`config.mk`:
```
export PLATFORM = sky130hd
export DESIGN_NAME = fetch_decode_buffer_flat
export DESIGN_NICKNAME = d
export VERILOG_FILES = /design/src/rtl/fetch_decode_buffer_pkg.sv /design/src/rtl/fetch_decode_buffer_if.sv /design/src/rtl/fetch_decode_buffer_fifo.sv /design/src/rtl/fetch_decode_buffer.sv /design/src/flat_wrapper.sv
export SDC_FILE = /design/constraint.sdc
export NUM_CORES = 1
export LEC_CHECK = 0
export BUFFER_PORTS_ARGS = -buffer_cell sky130_fd_sc_hd__buf_4
export CAP_MARGIN = 20
export CORE_UTILIZATION = 39
export DETAILED_ROUTE_END_ITERATION = 7
export SKIP_LAST_GASP = 1
export SYNTH_ARGS = -nofsm -noshare
export SYNTH_HDL_FRONTEND = slang
export SYNTH_SLANG_ARGS = --single-unit
export TNS_END_PERCENT = 20
```
`constraint.sdc`:
```
create_clock -name clock -period 4.71 [get_ports clock]
set_input_delay 0.942 -clock clock [delete_from_list [all_inputs] [get_ports clock]]
set_output_delay 0.942 -clock clock [all_outputs]
set_load 0.005 [all_outputs]
```
`src/rtl/fetch_decode_buffer_pkg.sv`:
```
// Shared types and defaults for the per-thread fetch-to-decode instruction buffer.
package fetch_decode_buffer_pkg;

    localparam int THR_PER_CORE = 2;
    localparam int INSTR_WIDTH  = 32;
    localparam int PC_WIDTH     = 32;
    localparam int FBUF_DEPTH   = 4;
    localparam int FBUF_SKID    = 2;

    // Fetch-side fault information travelling alongside each instruction.
    typedef struct packed {
        logic xcpt_itlb_miss;
        logic xcpt_bus_err;
    } fetch_xcpt_t;

    typedef struct packed {
        logic [INSTR_WIDTH-1:0] instr;
        logic [PC_WIDTH-1:0]    pc;
        fetch_xcpt_t            xcpt;
    } fetch_buf_entry_t;

    // Thread-id width, kept at least one bit so single-thread builds stay legal.
    function automatic int thr_id_width(input int thr);
        return (thr > 1) ? $clog2(thr) : 1;
    endfunction

endpackage

```
`src/rtl/fetch_decode_buffer_if.sv`:
```
// Fetch-to-decode buffer bus: fetch delivery and per-thread controls in, decode presentation out.
interface fetch_decode_buffer_if #(
    parameter int THR = fetch_decode_buffer_pkg::THR_PER_CORE
);
    import fetch_decode_buffer_pkg::*;

    localparam int TW = thr_id_width(THR);

    logic                   in_valid;
    logic [INSTR_WIDTH-1:0] in_instr;
    logic [PC_WIDTH-1:0]    in_pc;
    logic [TW-1:0]          in_thread_id;
    fetch_xcpt_t            in_xcpt;
    logic [THR-1:0]         flush;
    logic [THR-1:0]         dec_stall;

    logic [THR-1:0]         stall_fetch;
    logic                   dec_valid;
    logic [INSTR_WIDTH-1:0] dec_instr;
    logic [PC_WIDTH-1:0]    dec_pc;
    logic [TW-1:0]          dec_thread_id;
    fetch_xcpt_t            dec_xcpt;
    logic                   ovf_error;

    // Fetch/decode environment side.
    modport master (
        output in_valid, in_instr, in_pc, in_thread_id, in_xcpt, flush, dec_stall,
        input  stall_fetch, dec_valid, dec_instr, dec_pc, dec_thread_id, dec_xcpt, ovf_error
    );

    // Buffer side.
    modport slave (
        input  in_valid, in_instr, in_pc, in_thread_id, in_xcpt, flush, dec_stall,
        output stall_fetch, dec_valid, dec_instr, dec_pc, dec_thread_id, dec_xcpt, ovf_error
    );

endinterface

```
`src/rtl/fetch_decode_buffer_fifo.sv`:
```
// Single-thread instruction FIFO: same-cycle push/pop, flush to empty, drop reporting when full.
module fetch_decode_buffer_fifo
    import fetch_decode_buffer_pkg::*;
#(
    parameter  int DEPTH = FBUF_DEPTH,
    localparam int PW    = $clog2(DEPTH),
    localparam int CW    = PW + 1
) (
    input  logic             clock,
    input  logic             reset,
    input  logic             push,
    input  logic             pop,
    input  logic             flush,
    input  fetch_buf_entry_t wr_data,
    output fetch_buf_entry_t head,
    output logic [CW-1:0]    count,
    output logic [CW-1:0]    count_next,
    output logic             dropped
);

    fetch_buf_entry_t mem [DEPTH];
    logic [PW-1:0]    rd_ptr;
    logic [PW-1:0]    wr_ptr;
    logic             full;
    logic             do_push;
    logic             do_pop;

    assign full    = (count == CW'(DEPTH));
    assign do_pop  = pop && (count != '0) && !flush;
    // A full queue still takes a push in the cycle it also pops.
    assign do_push = push && !flush && (!full || do_pop);
    assign dropped = push && !flush && !do_push;
    assign head    = mem[rd_ptr];

    // NOTE: every output of a combinational block gets a default first, so no latch can form.
    always_comb begin
        count_next = count;
        if (flush)
            count_next = '0;
        else if (do_push && !do_pop)
            count_next = count + 1'b1;
        else if (do_pop && !do_push)
            count_next = count - 1'b1;
    end

    // NOTE: state registers use non-blocking assignment so all flops update from pre-edge values.
    always_ff @(posedge clock) begin
        if (reset) begin
            rd_ptr <= '0;
            wr_ptr <= '0;
            count  <= '0;
        end else begin
            count <= count_next;
            if (flush) begin
                rd_ptr <= wr_ptr;
            end else begin
                if (do_push) wr_ptr <= wr_ptr + 1'b1;
                if (do_pop)  rd_ptr <= rd_ptr + 1'b1;
            end
        end
    end

    // NOTE: storage is not reset; count alone decides validity, so stale words are never presented.
    always_ff @(posedge clock) begin
        if (do_push) mem[wr_ptr] <= wr_data;
    end

endmodule

```
`src/rtl/fetch_decode_buffer.sv`:
```
// Per-thread fetch queues feeding decode: round-robin thread pick, flush, and fetch backpressure.
module fetch_decode_buffer
    import fetch_decode_buffer_pkg::*;
#(
    parameter int THR   = THR_PER_CORE,
    parameter int DEPTH = FBUF_DEPTH,
    parameter int SKID  = FBUF_SKID
) (
    input logic                  clock,
    input logic                  reset,
    fetch_decode_buffer_if.slave bus
);

    localparam int TW = thr_id_width(THR);
    localparam int CW = $clog2(DEPTH) + 1;

    fetch_buf_entry_t wr_data;
    fetch_buf_entry_t head       [THR];
    logic [CW-1:0]    count      [THR];
    logic [CW-1:0]    count_next [THR];
    logic [THR-1:0]   push_sel;
    logic [THR-1:0]   pop_sel;
    logic [THR-1:0]   eligible;
    logic [THR-1:0]   dropped;
    logic [THR-1:0]   stall_next;
    logic [THR-1:0]   stall_q;
    logic             ovf_q;
    logic [TW-1:0]    rr_ptr;
    logic [TW-1:0]    sel;
    logic             found;

    assign wr_data = '{instr: bus.in_instr, pc: bus.in_pc, xcpt: bus.in_xcpt};

    for (genvar t = 0; t < THR; t++) begin : g_thr
        assign push_sel[t]   = bus.in_valid && (bus.in_thread_id == TW'(t));
        assign eligible[t]   = (count[t] != '0) && !bus.dec_stall[t] && !bus.flush[t];
        // Leave SKID slots free for responses fetch already has in flight.
        assign stall_next[t] = (DEPTH - int'(count_next[t])) <= SKID;

        fetch_decode_buffer_fifo #(.DEPTH(DEPTH)) u_fifo (
            .clock      (clock),
            .reset      (reset),
            .push       (push_sel[t]),
            .pop        (pop_sel[t]),
            .flush      (bus.flush[t]),
            .wr_data    (wr_data),
            .head       (head[t]),
            .count      (count[t]),
            .count_next (count_next[t]),
            .dropped    (dropped[t])
        );
    end

    // Round-robin: first eligible thread at or after rr_ptr, wrapping.
    always_comb begin
        int idx;
        idx   = 0;
        sel   = rr_ptr;
        found = 1'b0;
        for (int off = 0; off < THR; off++) begin
            idx = int'(rr_ptr) + off;
            if (idx >= THR) idx = idx - THR;
            if (!found && eligible[TW'(idx)]) begin
                sel   = TW'(idx);
                found = 1'b1;
            end
        end
    end

    // Decode is committed to accept whatever is presented, so pop on present.
    assign pop_sel = found ? (THR'(1) << sel) : '0;

    assign bus.dec_valid     = found;
    assign bus.dec_instr     = head[sel].instr;
    assign bus.dec_pc        = head[sel].pc;
    assign bus.dec_xcpt      = head[sel].xcpt;
    assign bus.dec_thread_id = sel;
    assign bus.stall_fetch   = stall_q;
    assign bus.ovf_error     = ovf_q;

    always_ff @(posedge clock) begin
        if (reset) begin
            rr_ptr  <= '0;
            stall_q <= '0;
            ovf_q   <= 1'b0;
        end else begin
            if (found)
                rr_ptr <= (int'(sel) == THR - 1) ? '0 : sel + 1'b1;
            stall_q <= stall_next;
            if (|dropped)
                ovf_q <= 1'b1;
        end
    end

endmodule
```
`src/flat_wrapper.sv`:
```
// flat-port wrapper written by rule: the top's interface ports become plain ports
module fetch_decode_buffer_flat import fetch_decode_buffer_pkg::*;
#(
    parameter int THR   = THR_PER_CORE,
    parameter int DEPTH = FBUF_DEPTH,
    parameter int SKID  = FBUF_SKID
)
  (clock, reset, bus_in_valid, bus_in_instr, bus_in_pc, bus_in_thread_id, bus_in_xcpt, bus_flush, bus_dec_stall, bus_stall_fetch, bus_dec_valid, bus_dec_instr, bus_dec_pc, bus_dec_thread_id, bus_dec_xcpt, bus_ovf_error);
  fetch_decode_buffer_if #(.THR(THR)) bus_i ();
  input logic clock;
  input logic reset;
  input wire logic [$bits(bus_i.in_valid)-1:0] bus_in_valid;
  input wire logic [$bits(bus_i.in_instr)-1:0] bus_in_instr;
  input wire logic [$bits(bus_i.in_pc)-1:0] bus_in_pc;
  input wire logic [$bits(bus_i.in_thread_id)-1:0] bus_in_thread_id;
  input wire logic [$bits(bus_i.in_xcpt)-1:0] bus_in_xcpt;
  input wire logic [$bits(bus_i.flush)-1:0] bus_flush;
  input wire logic [$bits(bus_i.dec_stall)-1:0] bus_dec_stall;
  output wire logic [$bits(bus_i.stall_fetch)-1:0] bus_stall_fetch;
  output wire logic [$bits(bus_i.dec_valid)-1:0] bus_dec_valid;
  output wire logic [$bits(bus_i.dec_instr)-1:0] bus_dec_instr;
  output wire logic [$bits(bus_i.dec_pc)-1:0] bus_dec_pc;
  output wire logic [$bits(bus_i.dec_thread_id)-1:0] bus_dec_thread_id;
  output wire logic [$bits(bus_i.dec_xcpt)-1:0] bus_dec_xcpt;
  output wire logic [$bits(bus_i.ovf_error)-1:0] bus_ovf_error;
  assign bus_i.in_valid = bus_in_valid;
  assign bus_i.in_instr = bus_in_instr;
  assign bus_i.in_pc = bus_in_pc;
  assign bus_i.in_thread_id = bus_in_thread_id;
  assign bus_i.in_xcpt = bus_in_xcpt;
  assign bus_i.flush = bus_flush;
  assign bus_i.dec_stall = bus_dec_stall;
  assign bus_stall_fetch = bus_i.stall_fetch;
  assign bus_dec_valid = bus_i.dec_valid;
  assign bus_dec_instr = bus_i.dec_instr;
  assign bus_dec_pc = bus_i.dec_pc;
  assign bus_dec_thread_id = bus_i.dec_thread_id;
  assign bus_dec_xcpt = bus_i.dec_xcpt;
  assign bus_ovf_error = bus_i.ovf_error;
  fetch_decode_buffer #(.THR(THR), .DEPTH(DEPTH), .SKID(SKID)) u_core (.clock(clock), .reset(reset), .bus(bus_i));
endmodule
```
==> results.md <==
* Hold-fix buffers at CTS at 0
* Slew HR at 34.3%
* Post-cts repair resize count at 0
* Hold Fails Final Rpt at 0
* Setup bufs post-CTS at 0
* I/O pin cnt at 145
* Worst endpoint data arrival time at 2.65 ns
* Total CTS buffers at 58
* Initial antenna violation count at 1
* Asr flop ratio synth at 0%
* Worst setup EP type: primary output
* Final wirelength at 45300 um
* Setup TNS at 0 ns
* Clock latency on the worst-skew pair at 0.60 ns
* Sink Count at 550
* Yosys top cell by area: edfxtp_1
* CTS tree: yes
* DRC Markers at 0
* Primary FF master, synth: edfxtp_1
* Power per cell area at 414 nW/um^2
* I/O Buffers at 143
* Total GRT Usage at 16.7%
* Hold path depth at 2
* Status: complete, no violations
* Share of cells above drive strength 1 at 31.0%
* First-pass GRT wire length at 68700 um
* Mapped Avg Cell Area at 19.8 um^2
* Congestion Overflow GR at 0
* Fin util at 46.7%
* Vias/cell at 5.15
* Fraction of the yosys area taken by sequential cells at 76.6%
* Fmax at 278 MHz
* Number of synthesized flops with an enable pin at 528
* Synth area leaders: edfxtp_1 74%, mux4_2 14%, nand2_1 3.5%, dfxtp_1 2.1%, ha_1 1.1%
* Largest net degree at the start of global routing at 61
* Routed vias at 10300
* Syn Nets at 1167
* Root Buffer: clkbuf_16
* WS Path Type: reg -> out
* Core area at 53900 um^2
* Reg2Reg Depth at 6
* H-tree Lvls at 2
* CP Max Fanout at 26
* Final Skew at 0.0235 ns
* Ys Warns at 0
* Crit share post-route at 76.4%
* Max rail drop VDD at 0.292 mV
* Nets at 1343
* Worst r2r dst: u_core.g_thr[0].u_fifo.mem[0][11]
* ANT cells at 0
* Area Overhead vs Synth at 18.4%
* Wire per inst at 22.7 um
* Die extent in x at 236 um
* RSZ-0062 raised after global routing: false
* Type of origin of the critical path: register
* Die Height at 236 um
* HPWL Detailed at 24800 um
* Clk buf depth at 3
* Detailed Routing Iterations Pass 1 at 5
* Starting Density at 39.5%
* Violation count after the first detailed-routing iteration at 693
* Crit Reg-Reg Startpoint: u_core.g_thr[0].u_fifo.count[1]
* Synth top area share at 74.5%
* Min Tclk post-route at 3.60 ns
* Seq cells post-synth at 550
* Cell Area, Synth at 21300 um^2
* Worst R2R Setup Slack at 1.74 ns
* Worst hold path class: reg -> reg
* MaxCap Viol Count at 0
* Slew of the pin with the lowest slew margin at 0.985 ns
* CTS clk-pin slew, worst paths at 0.06 ns
* Post-Syn Instances at 1075
* Antenna viol nets, final at 0
* Netlist cell types at 56
* Cell leakage power at 8.39 nW
* Vias in the first global route at 10800
* WHS Endpoint: u_core.bus.ovf_error
* FP Rows at 85
* CP Data Required Time at 3.77 ns
* Die area at 55500 um^2
* Gpl congestion at 0.742
* Hold path startpoint: u_core.bus.ovf_error
* Setup violations, final at 0
* Final Slew Violations at 0
## power by group
part	total (W)	switching [W]	internal, W	leakage [nW]
Clock	0.00442	0.00182	0.00261	0.900
Combinational	0.000553	0.000273	0.000280	2.54
Sequential	0.00546	0.0000492	0.00542	4.95
Total	0.0104	0.00214	0.00830	8.39
## cell usage in the layout, fill, tap and decap left out, types with 3 or more instances in the layout
cell	count
a211oi_1	5
a41oi_1	3
and2_4	8
and3_1	3
buf_12	10
buf_4	155
bufinv_16	5
clkbuf_1	8
clkbuf_16	61
clkinv_1	21
clkinv_2	9
clkinvlp_4	3
dfxtp_1	17
dfxtp_4	5
edfxtp_1	528
ha_1	18
inv_1	11
mux2i_1	3
mux4_2	132
nand2_1	200
nand2b_1	7
nand4_1	3
nor2_1	26
nor2b_1	5
nor3_1	3
xnor2_1	7
## layout make-up
type,instances,area [um^2]
Timing Repair Buffer,165,1360
Tap cell,696,871
Clock buffer,69,1560
Sequential cell,550,16300
Inverter,13,48.8
Multi-Input combinational cell,463,4750
Fill cell,4533,28700
Clock inverter,38,297
## registers in the layout (all words and copies together), names as in the netlist, named ones only
register                    cells
u_core.g_thr.u_fifo.mem       528
u_core.g_thr.u_fifo.count       6
u_core.g_thr.u_fifo.rd_ptr      4
u_core.g_thr.u_fifo.wr_ptr      4
u_core.bus.stall_fetch          2
u_core.bus.ovf_error            1
u_core.rr_ptr                   1
## how the worst max path moves through the flow
stage | startpoint | end | slack [ns] | cells after the start
floorplan | bus_flush[0] | u_core.g_thr[1].u_fifo.mem[0][0] | 0.93 | 5
global placement | bus_dec_stall[0] | u_core.g_thr[0].u_fifo.mem[3][25] | 1.23 | 5
detailed placement | bus_dec_stall[0] | u_core.g_thr[0].u_fifo.mem[3][46] | 1.18 | 5
CTS | register | bus_dec_pc[0] | 0.99 | 5
global route | register | bus_dec_pc[0] | 0.91 | 5
finish | register | bus_dec_pc[15] | 1.11 | 5
## per-layer routing
layer  up-vias  routed length (um)  global-route usage, %
met3        57                1910                   2.80
met2       199               22600                   27.7
met4         2                 741                   4.79
met1      5377               20100                   22.7
li1       4633                   -                      -
met5         -                  11                      0
## worst max-delay path, cell delays in order, from the launching register on
cell and delay [ns]:
dfxtp_4 0.75, buf_4 0.41, mux4_2 0.54, nand2_1 0.11
nand2_1 0.08, buf_4 0.14
## synthesized netlist by cell type (3+ instances only)
library cell / number
nand2_1: 200
clkbuf_1: 19
mux4_2: 132
nor2b_1: 5
ha_1: 18
a41oi_1: 3
xnor2_1: 7
nor3_1: 3
a211oi_1: 5
nor2_1: 26
buf_1: 13
mux2i_1: 3
nand2b_1: 7
buf_2: 15
and2_1: 10
dfxtp_1: 22
nand4_1: 3
inv_1: 11
and3_1: 3
edfxtp_1: 528
## through the flow
stage               cells  worst slack [ns]  hold slack (ns)  cell area [um^2]  power (W)
floorplan            1075             0.927            0.471             21300    0.00585
global placement     1887              1.23            0.510             23300    0.00612
detailed placement   1887              1.18            0.528             23300    0.00613
CTS                  1994             0.990            0.526             25200     0.0106
global route         1994             0.911            0.552             25200     0.0108
finish               1994              1.11            0.529             25200     0.0104
## cells by family after synthesis
kind of cell             Yosys count  synth area share (%)
AO/OA/AOI/OAI                     32                  1.26
buffers and inverters             62                  1.23
AND/OR/NAND/NOR                  270                  5.46
multiplexers                     135                  14.1
flip-flops                       550                  76.6
XOR/XNOR                           8                 0.329
adder cells (fa/ha/maj)           18                  1.06
No activity file was read; power rests on OpenSTA's default activity.
